## src/rtl/lut_pkg.sv

```systemverilog
// rtl/lut_pkg.sv - shared state encoding and helpers for the LUT config loader
// CHECK only exists when LUT_CONFIG_PARITY_EN is defined.
package lut_pkg;

  typedef enum logic [1:0] {
    IDLE   = 2'd0,
    LOAD   = 2'd1,
    COMMIT = 2'd2
`ifdef LUT_CONFIG_PARITY_EN
    , CHECK = 2'd3
`endif
  } state_t;

  localparam int PARITY_MAX = 4096;

  function automatic int beat_cnt_width(input int beats);
    return (beats > 1) ? $clog2(beats) : 1;
  endfunction

  // Even-parity bit: the value that makes the total count of ones even.
  function automatic logic even_parity(input logic [PARITY_MAX-1:0] bits);
    return ^bits;
  endfunction

endpackage

```

## src/rtl/lut_config_shadow.sv

```systemverilog
// rtl/lut_config_shadow.sv - shadow truth table assembled one beat at a time
module lut_config_shadow #(
  parameter int WIDTH = 16,
  parameter int CHUNK = 4,
  parameter int CW    = 2
) (
  input  logic             clk,
  input  logic             rst,
  input  logic             clear,
  input  logic             wr_en,
  input  logic [CW-1:0]    idx,
  input  logic [CHUNK-1:0] data,
  output logic [WIDTH-1:0] shadow
);

  always_ff @(posedge clk or posedge rst) begin
    if (rst) begin
      shadow <= '0;
    end else if (clear) begin
      shadow <= '0;
    end else if (wr_en) begin
      shadow[int'(idx)*CHUNK +: CHUNK] <= data;
    end
  end

endmodule

```

## src/rtl/lut_config_loader.sv

```systemverilog
// rtl/lut_config_loader.sv - loads a LUT truth table in beats and commits it atomically
// Optional trailing parity beat check enabled by LUT_CONFIG_PARITY_EN.
module lut_config_loader
  import lut_pkg::*;
#(
  parameter int INPUTS = 4,
  parameter int WIDTH  = 1 << INPUTS,
  parameter int CHUNK  = 4
) (
  input  logic             clk,
  input  logic             rst,
  input  logic             start,
  input  logic             abort,
  input  logic             in_valid,
  input  logic [CHUNK-1:0] in_data,
  output logic             in_ready,
  output logic [WIDTH-1:0] values,
  output logic             loaded,
  output logic             busy,
  output logic             error
);

  localparam int BEATS = WIDTH / CHUNK;
  localparam int CW    = beat_cnt_width(BEATS);
  localparam logic [CW-1:0] LAST = CW'(BEATS - 1);

  if (INPUTS < 1 || CHUNK < 1 || WIDTH < CHUNK) begin : g_bad_size
    $error("lut_config_loader: INPUTS, CHUNK and WIDTH must describe at least one beat");
  end
  if (WIDTH % CHUNK != 0) begin : g_bad_chunk
    $error("lut_config_loader: WIDTH must be a multiple of CHUNK");
  end
  if (WIDTH > PARITY_MAX) begin : g_bad_width
    $error("lut_config_loader: WIDTH exceeds parity helper range");
  end

  state_t            state;
  state_t            state_nxt;
  logic [CW-1:0]     cnt;
  logic [WIDTH-1:0]  shadow;
  logic              take;
  logic              beat_wr;
  logic              frame_clear;
  logic              commit_go;

  // Abort beats any coincident beat, so a beat only counts when abort is low.
  assign take        = in_valid & in_ready & ~abort;
  assign beat_wr     = (state == LOAD) & take;
  assign frame_clear = ((state == IDLE) & start) | ((state != IDLE) & abort);
  assign commit_go   = (state == COMMIT) & ~abort;

`ifdef LUT_CONFIG_PARITY_EN
  logic parity_ok;
  logic check_take;
  assign parity_ok  = (in_data[0] == even_parity(PARITY_MAX'(shadow)));
  assign check_take = (state == CHECK) & take;
`endif

  lut_config_shadow #(
    .WIDTH (WIDTH),
    .CHUNK (CHUNK),
    .CW    (CW)
  ) u_shadow (
    .clk    (clk),
    .rst    (rst),
    .clear  (frame_clear),
    .wr_en  (beat_wr),
    .idx    (cnt),
    .data   (in_data),
    .shadow (shadow)
  );

  always_ff @(posedge clk or posedge rst) begin
    if (rst) state <= IDLE;
    else     state <= state_nxt;
  end

  always_comb begin
    state_nxt = state;
    if (state != IDLE && abort) begin
      state_nxt = IDLE;
    end else begin
      case (state)
        IDLE:   if (start) state_nxt = LOAD;
        LOAD: begin
          if (take && cnt == LAST) begin
`ifdef LUT_CONFIG_PARITY_EN
            state_nxt = CHECK;
`else
            state_nxt = COMMIT;
`endif
          end
        end
`ifdef LUT_CONFIG_PARITY_EN
        CHECK:  if (take) state_nxt = parity_ok ? COMMIT : IDLE;
`endif
        COMMIT: state_nxt = IDLE;
        default: state_nxt = IDLE;
      endcase
    end
  end

  always_comb begin
    in_ready = (state == LOAD);
`ifdef LUT_CONFIG_PARITY_EN
    in_ready = in_ready | (state == CHECK);
`endif
    busy = (state != IDLE);
  end

  always_ff @(posedge clk or posedge rst) begin
    if (rst) begin
      cnt    <= '0;
      values <= '0;
      loaded <= 1'b0;
    end else begin
      if (frame_clear)  cnt <= '0;
      else if (beat_wr) cnt <= cnt + 1'b1;
      if (commit_go) begin
        values <= shadow;
        loaded <= 1'b1;
      end
    end
  end

`ifdef LUT_CONFIG_PARITY_EN
  always_ff @(posedge clk or posedge rst) begin
    if (rst)                          error <= 1'b0;
    else if (state == IDLE && start)  error <= 1'b0;
    else if (check_take && !parity_ok) error <= 1'b1;
  end
`else
  assign error = 1'b0;
`endif

endmodule
```

## config.mk

```make
export PLATFORM = sky130hd
export DESIGN_NAME = lut_config_loader
export DESIGN_NICKNAME = d
export VERILOG_FILES = /design/src/rtl/lut_pkg.sv /design/src/rtl/lut_config_shadow.sv /design/src/rtl/lut_config_loader.sv
export SDC_FILE = /design/constraint.sdc
export NUM_CORES = 1
export LEC_CHECK = 0
export BUFFER_PORTS_ARGS = -buffer_cell sky130_fd_sc_hd__buf_2
export CORE_ASPECT_RATIO = 1.1
export CORE_MARGIN = 8
export CORE_UTILIZATION = 55
export CTS_BUF_LIST = sky130_fd_sc_hd__clkbuf_2 sky130_fd_sc_hd__clkbuf_4 sky130_fd_sc_hd__clkbuf_8
export DETAILED_ROUTE_END_ITERATION = 10
export PLACE_DENSITY = 0.84
export SYNTH_ARGS = -nofsm -noshare
export SYNTH_HDL_FRONTEND = slang
export SYNTH_HIERARCHICAL = 1
export SYNTH_SLANG_ARGS = --single-unit
```

## constraint.sdc

```tcl
create_clock -name clk -period 4.34 [get_ports clk]
set_input_delay 0.434 -clock clk [delete_from_list [all_inputs] [get_ports clk]]
set_output_delay 0.434 -clock clk [all_outputs]
set_load 0.02 [all_outputs]
```

==> results of run 1 <==
==> cell type report <==
| cell class | instances | area, µm² |
|---|---|---|
| clock buffers | 5 | 37.5 |
| fillers | 248 | 1080 |
| multi-input cells | 75 | 684 |
| flip-flops and latches | 37 | 926 |
| well taps | 34 | 42.5 |
| repair buffers | 27 | 135 |
| clock inverters | 3 | 46.3 |
| inverters | 4 | 15.0 |
==> cell usage in the layout (no fill, tap or decap), types with 2 or more instances in the layout <==
cell type / n
a21oi_1: 5
clkbuf_4: 5
and4bb_2: 2
a32o_1: 8
nand4b_1: 4
mux2i_1: 2
ha_1: 6
dfrtp_1: 37
buf_2: 27
o2bb2ai_1: 8
mux2_2: 17
nor2_1: 4
and2_1: 3
inv_1: 4
nor2b_1: 4
nand3b_1: 4
or2_2: 2
==> state kept, by name (all words and copies together) (netlist names) <==
name and cells:
cnt 2, loaded 1, state 2, u_shadow/shadow 16, values 16
==> layer usage <==
metal	track usage, %	part of all wire, %	vias up
met5	0	0	-
met4	6.38	1.6	0
met3	4.27	6.5	6
met2	22.8	51	35
met1	16.6	41	532
li1	-	-	501
==> worst reg2reg max path, stage by stage, from the launching register on <==
cell,delay [ns]
dfrtp_1,0.46
or2_2,0.33
mux2_2,0.38
or3b_4,0.43
o2bb2ai_1,0.18
==> metrics by stage <==
step / hold WS [ns] / power (µW) / worst slack (ns) / instance area (µm²)
6_report: 0.163 / 649 / 2.50 / 1890
5_1_grt: 0.190 / 675 / 2.41 / 1890
4_1_cts: 0.172 / 656 / 2.48 / 1890
3_5_place_dp: 0.452 / 416 / 2.48 / 1800
3_3_place_gp: 0.446 / 413 / 2.57 / 1800
2_1_floorplan: 0.348 / 400 / 2.51 / 1660
==> logic make-up (layout without fill, tap and decap cells) <==
| logic type | after synthesis | in the layout | share of synthesized area [%] |
|---|---|---|---|
| other | 1 | 1 | 0.227 |
| buffers and inverters | 8 | 39 | 2.72 |
| AOI/OAI and AO/OA | 21 | 21 | 10.6 |
| and+or+nand+nor | 27 | 27 | 12.7 |
| xor gates and xnor gates | 1 | 1 | 0.529 |
| muxes | 19 | 19 | 12.8 |
| adders and majority gates | 6 | 6 | 4.54 |
| DFF | 37 | 37 | 55.9 |
==> power by group through the flow <==
| stage | sequential, µW | combinational, µW | clock (µW) |
|---|---|---|---|
| finish | 354 | 55.2 | 239 |
| CTS | 354 | 55.6 | 246 |
| global route | 355 | 61.3 | 258 |
| detailed placement | 361 | 55.1 | 0 |
| floorplan | 359 | 40.5 | 0 |
| global placement | 360 | 52.5 | 0 |
==> path summary, 6_finish.rpt <==
check / slack [ns] / end / startpoint / depth (start not counted)
hold reg to reg: 0.47 / loaded$_DFFE_PP0P_ / loaded$_DFFE_PP0P_ / 1
setup reg to reg: 2.50 / u_shadow/shadow[11]$_DFFE_PP0P_ / state[0]$_DFFE_PP0P_ / 4
max in group asynchronous: 3.59 / values[0]$_DFFE_PP0P_ / rst / 2
hold / removal: 0.16 / u_shadow/shadow[2]$_DFFE_PP0P_ / rst / 2
min in group clk: 0.38 / state[0]$_DFFE_PP0P_ / start / 3
setup / recovery: 2.50 / u_shadow/shadow[11]$_DFFE_PP0P_ / state[0]$_DFFE_PP0P_ / 4
==> metrics.md, run 1 <==
| Metric | Value |
|---|---|
| Initial core utilization | 55.8% |
| First-pass GRT wire length | 5420 µm |
| Avg Cell Area, Syn | 13.8 µm² |
| Total clock sinks | 37 |
| DR iter-0 viols | 48 |
| Root buffer cell | clkbuf_4 |
| Cell accounting for the most synthesized area | dfrtp_1 |
| Crit start category | flip-flop |
| Worst-path clk slew | 0.12 ns |
| FF+latch count, synth | 37 |
| CTS tree | yes |
| Synth unique cells | 24 |
| Worst skew pair latency | 0.34 ns |
| Synth top area share | 55.9% |
| Post-Route WL | 3120 µm |
| Htree depth | 2 |
| Clock power frac | 36.9% |
| IO Port Bufs | 27 |
| Crit path time final | 1.84 ns |
| Final setup fails | 0 |
| Fin cells | 185 |
| Register share of total power | 54.6% |
| CTS Buf Count | 5 |
| Crit Path Max Fanout | 13 |
| Die H | 73.5 µm |
| Worst EP arrival | 2.11 ns |
| Slew margin rel. | 45.3% |
| Cell count after synthesis | 120 |
| Antenna diode count | 0 |
| Worst path required time | 4.61 ns |
| Num ports | 29 |
| Max Cap Viol | 0 |
| Syn Std Cell Area | 0.00166 mm² |
| Async set-or-reset flop fraction in the synthesized netlist | 100% |
| Die Span X | 68.3 µm |
| Crit path capture type | flip-flop |
| Initial DRT Pass Iterations | 4 |
| Clock tree buffer depth | 2 |
| Area contributors post-synth | dfrtp_1, mux2_2, a32o_1, ha_1, o2bb2ai_1 |
| Worst min path class | in2async |
| Max-slew violations | 0 |
| Power Dens Cells | 344 mW/mm² |
| Placed Cells | 177 |
| Critical-path cell list | or2_2 > mux2_2 > or3b_4 > o2bb2ai_1 |
| DR DRC count | 0 |
| Initial antenna violation count | 0 |
| Syn Nets | 135 |
| Share of cells above drive strength 1 | 38.4% |
| CP delay by family, top | simple AND/OR/NAND/NOR gates |
| VDD IR max | 0.305 mV |
| DPL Wire Length | 2270 µm |
| Post-CTS sizing | 0 |
| Worst setup path category | reg2reg |
| Fraction of power spent switching nets | 24.4% |
| Syn. warnings | 6 |
| Final TNS setup | 0 ns |
| Postcts setup bufs | 0 |
| Seq/Total Area, Yosys | 55.9% |
| Fmax | 0.542 GHz |
| Slew @ Worst Pin | 0.820 ns |
| Final ANT Viol Nets | 0 |
| Int Pwr | 490 µW |
| Unrepaired setup endpoints after global routing | no |
| Syn-to-layout area delta | 14.0% |
| Fin Clk Skew | 0.0148 ns |
| Pin count of the biggest net entering global routing | 22 |
| Synth top cells by count | dfrtp_1, mux2_2, a32o_1, o2bb2ai_1, ha_1 |
| Critical-path top delay cell | dfrtp_1 |
| CP peak stage delay | 0.46 ns |
| Placer Congestion | 0.735 |
| WL/cell | 16.9 µm |
| Most numerous cell in the Yosys netlist | dfrtp_1 |
| Layout Nets | 165 |
| Crit path buf inv count | 0 |
| # rows | 21 |
| Hold_buf cts | 0 |
| Status | completed |
| Vias in the first global route | 1,162 |
| Total core area | 0.00297 mm² |
| Post-DR vias/cell | 5.81 |
| Layout Utilization | 63.5% |
| Sw Pwr | 159 µW |
| Leakage power | 0.000943 µW |
| Dominant synthesized flop cell | dfrtp_1 |
| Comb pwr share | 8.5% |
| Die Area | 0.00502 mm² |
| Number of enable flip-flop cells after synthesis | 0 |
| Hold Vio Cnt, Final | 0 |
| Total Routing Usage GR | 14.1% |
| Via count | 1,074 |
| Part of the cycle the worst path needs | 42.5% |
| Grt total ovfl | 0 |
No activity file was read; power rests on OpenSTA's default activity.
==> inputs of run 2 (changes only) <==
- ABC_AREA: not set -> 1
- CORE_UTILIZATION: 55 -> 53
- PLACE_DENSITY: 0.84 -> 0.83
- clock period: 4.34 -> 1.5 ns (I/O delays scaled with it)
==> metrics.md, run 2 <==
| Metric | Value |
|---|---|
| Int Pwr | 1610 µW (was 490 µW) |
| IO Port Bufs | 27 (unchanged) |
| WL/cell | 11.0 µm (was 16.9 µm) |
| Sw Pwr | 532 µW (was 159 µW) |
| FF+latch count, synth | 37 (unchanged) |
| Fill cells | 309 (was 248) |
| Hold slack | 0.0240 ns (was 0.163 ns) |
| # rows | 22 (was 21) |
| Syn-to-layout area delta | 17.6% (was 14.0%) |
| Placer Congestion | 0.835 (was 0.735) |
| Slew @ Worst Pin | 0.594 ns (was 0.820 ns) |
| Share of cells above drive strength 1 | 29.2% (was 38.4%) |
| Leakage power | 0.00120 µW (was 0.000943 µW) |
| Via count | 1,411 (was 1,074) |
| Worst min path class | in2reg (was in2async) |
| Layout Nets | 278 (was 165) |
| Hold Vio Cnt, Final | 0 (unchanged) |
| Post-DR vias/cell | 4.52 (was 5.81) |
| Fin Clk Skew | 0.0101 ns (was 0.0148 ns) |
| DP Worst Slack | 0.0619 ns (was 2.48 ns) |
| Total Routing Usage GR | 13.5% (was 14.1%) |
| Syn Nets | 241 (was 135) |
| Final TNS setup | 0 ns (unchanged) |
| Post-Route WL | 3440 µm (was 3120 µm) |
| Worst path required time | 1.77 ns (was 4.61 ns) |
| Synth top area share | 49.0% (was 55.9%) |
| CTS Buf Count | 5 (unchanged) |
| Antenna diode count | 0 (unchanged) |
| Status | completed (unchanged) |
| First-pass GRT wire length | 6100 µm (was 5420 µm) |
| Area of the multi-input gates | 768 µm² (was 684 µm²) |
| Pin count of the biggest net entering global routing | 19 (was 22) |
| Clock tree buffer depth | 2 (unchanged) |
| Syn Std Cell Area | 0.00189 mm² (was 0.00166 mm²) |
| Unrepaired setup endpoints after global routing | no (unchanged) |
| WHS Path Cells | 3 |
| DR iter-0 viols | 44 (was 48) |
| Initial DRT Pass Iterations | 4 (unchanged) |
| Initial core utilization | 55.8% (about the same) |
| Avg Cell Area, Syn | 8.35 µm² (was 13.8 µm²) |
| Crit path capture type | flip-flop (unchanged) |
| Clock power frac | 39.2% (was 36.9%) |
| CTS tree | yes (unchanged) |
| DR DRC count | 0 (unchanged) |
| Max-slew violations | 0 (unchanged) |
| Final ANT Viol Nets | 0 (unchanged) |
| Crit start category | flip-flop (unchanged) |
| Number of enable flip-flop cells after synthesis | 0 (unchanged) |
| Most common cell after layout, fill and taps aside | nand2_1 (was dfrtp_1) |
| Comb pwr share | 13.0% (was 8.5%) |
| Leading cell types in the layout, fill and taps excluded | nand2_1, inv_1, dfrtp_1 (was dfrtp_1, buf_2, mux2_2) |
| Slew margin rel. | 60.3% (was 45.3%) |
| Worst EP arrival | 1.68 ns (was 2.11 ns) |
| Htree depth | 2 (unchanged) |
| Synth unique cells | 21 (was 24) |
| Fraction of power spent switching nets | 24.9% (was 24.4%) |
| Power Dens Cells | 964 mW/mm² (was 344 mW/mm²) |
| Register share of total power | 47.8% (was 54.6%) |
| Most numerous cell in the Yosys netlist | nand2_1 (was dfrtp_1) |
| Seq/Total Area, Yosys | 49.0% (was 55.9%) |
| Final Worst Setup Slack | 0.0937 ns (was 2.50 ns) |
| Num ports | 29 (unchanged) |
| Grt total ovfl | 0 (unchanged) |
| Crit path buf inv count | 2 (was 0) |
| Fin cells | 312 (was 185) |
| CP peak stage delay | 0.43 ns (was 0.46 ns) |
| Vias in the first global route | 1,495 (was 1,162) |
| Die H | 78.6 µm (was 73.5 µm) |
| CP Depth | 7 (was 4) |
| Critical-path top delay cell | dfrtp_1 (unchanged) |
| Fmax | 0.711 GHz (was 0.542 GHz) |
| Initial antenna violation count | 0 (unchanged) |
| Dominant synthesized flop cell | dfrtp_1 (unchanged) |
| Part of the cycle the worst path needs | 93.8% (was 42.5%) |
| Worst-path clk slew | 0.11 ns (was 0.12 ns) |
| Top flop regs | u_shadow/shadow: 16 flops, values: 16 flops (unchanged) |
| Async set-or-reset flop fraction in the synthesized netlist | 100% (unchanged) |
| Total clock sinks | 37 (unchanged) |
| Placed Cells | 301 (was 177) |
| Root buffer cell | clkbuf_4 (unchanged) |
| Syn. warnings | 6 (unchanged) |
| Crit path time final | 1.41 ns (was 1.84 ns) |
| Worst setup path category | reg2reg (unchanged) |
| Area contributors post-synth | dfrtp_1, nand2_1, inv_1, o21ai_2, ha_1 (was dfrtp_1, mux2_2, a32o_1, ha_1, o2bb2ai_1) |
| Synth top cells by count | nand2_1, inv_1, dfrtp_1 (was dfrtp_1, mux2_2, a32o_1, o2bb2ai_1, ha_1) |
| Total core area | 0.00339 mm² (was 0.00297 mm²) |
| Critical-path cell list | inv_1 > ha_1 > inv_1 > nand2_1 > nor2_4 > nand2_1 > nand2_1 (was or2_2 > mux2_2 > or3b_4 > o2bb2ai_1) |
| Reg2reg path depth | 7 (was 4) |
| Final setup fails | 0 (unchanged) |
| Worst skew pair latency | 0.34 ns (about the same) |
| Most frequent cell on the critical path | nand2_1 |
| Die Span X | 72.9 µm (was 68.3 µm) |
| Cell count after synthesis | 226 (was 120) |
| Seq. cell area | 927 µm² (was 926 µm²) |
| Crit Path Max Fanout | 5 (was 13) |
| DPL Wire Length | 2690 µm (was 2270 µm) |
| CP delay by family, top | flip-flops (was simple AND/OR/NAND/NOR gates) |
| Max Cap Viol | 0 (unchanged) |
| Cell accounting for the most synthesized area | dfrtp_1 (unchanged) |
| Die Area | 0.00573 mm² (was 0.00502 mm²) |
| VDD IR max | 0.701 mV (was 0.305 mV) |
run 2: path summary, 6_finish.rpt:
path | from | endpoint | slack (ns)
max in group asynchronous | rst | u_shadow/shadow[9]$_DFFE_PP0P_ | 0.69
worst min register to register | loaded$_DFFE_PP0P_ | loaded$_DFFE_PP0P_ | 0.48
worst min-delay path | start | state[0]$_DFFE_PP0P_ | 0.02
worst max register to register | cnt[1]$_DFFE_PP0P_ | u_shadow/shadow[12]$_DFFE_PP0P_ | 0.09
min in group asynchronous | rst | values[4]$_DFFE_PP0P_ | 0.22
worst max-delay path | cnt[1]$_DFFE_PP0P_ | u_shadow/shadow[12]$_DFFE_PP0P_ | 0.09
run 2: cells by family (layout without fill, tap and decap cells):
kind of cell / Yosys count / count (layout) / synth area share (%)
compound gates: 25 / 25 / 9.94
simple gates: 111 / 111 / 26.2
other cells: 1 / 1 / 0.199
flops: 37 / 37 / 49.0
fa+ha+maj: 6 / 6 / 3.98
buf+inv: 46 / 84 / 10.7
run 2: layer usage:
metal | track usage, % | routed length, µm | vias to the layer above | part of all wire [%]
met2 | 23.4 | 1700 | 36 | 49
met5 | 0 | 0 | - | 0
met4 | 7.41 | 87 | 0 | 2.5
met1 | 14.3 | 1460 | 615 | 43
met3 | 4.07 | 193 | 8 | 5.6
li1 | - | - | 752 | -
run 2: power groups by stage:
stage                     Sequential [µW]  Clock, µW  Combinational (µW)
after floorplan                      1040          0                 188
after global placement               1040          0                 259
after detailed placement             1040          0                 265
after CTS                            1020        860                 268
after global routing                 1020        887                 313
final                                1020        840                 278
run 2: cell type report:
type,instances,area share (%)
tap,48,2.70
timing repair buffer,33,8.79
clock inverter,3,2.93
clock buffer,5,1.69
sequential,37,41.7
multi-input combinational,143,34.6
timing repair inverter,1,0.338
inverter,42,7.21
run 2: repair_timing:
action	CTS	global route
setup buffers	0	1
hold buffers	1	0
gates resized for setup	0	5
hold endpoints to repair	37	0
setup endpoints to repair	0	17
run 2: tightest hold or removal path, stage by stage:
cell and delay [ns]:
buf_2 0.08, nand2_1 0.05, nand2_1 0.05
run 2: stage by stage:
step                total power, µW  area [µm²]  utilization [%]
global placement               1300        2080             61.6
finish                         2140        2220             65.6
CTS                            2150        2200             64.9
global route                   2220        2220             65.6
floorplan                      1230        1890                -
detailed placement             1310        2080             61.6
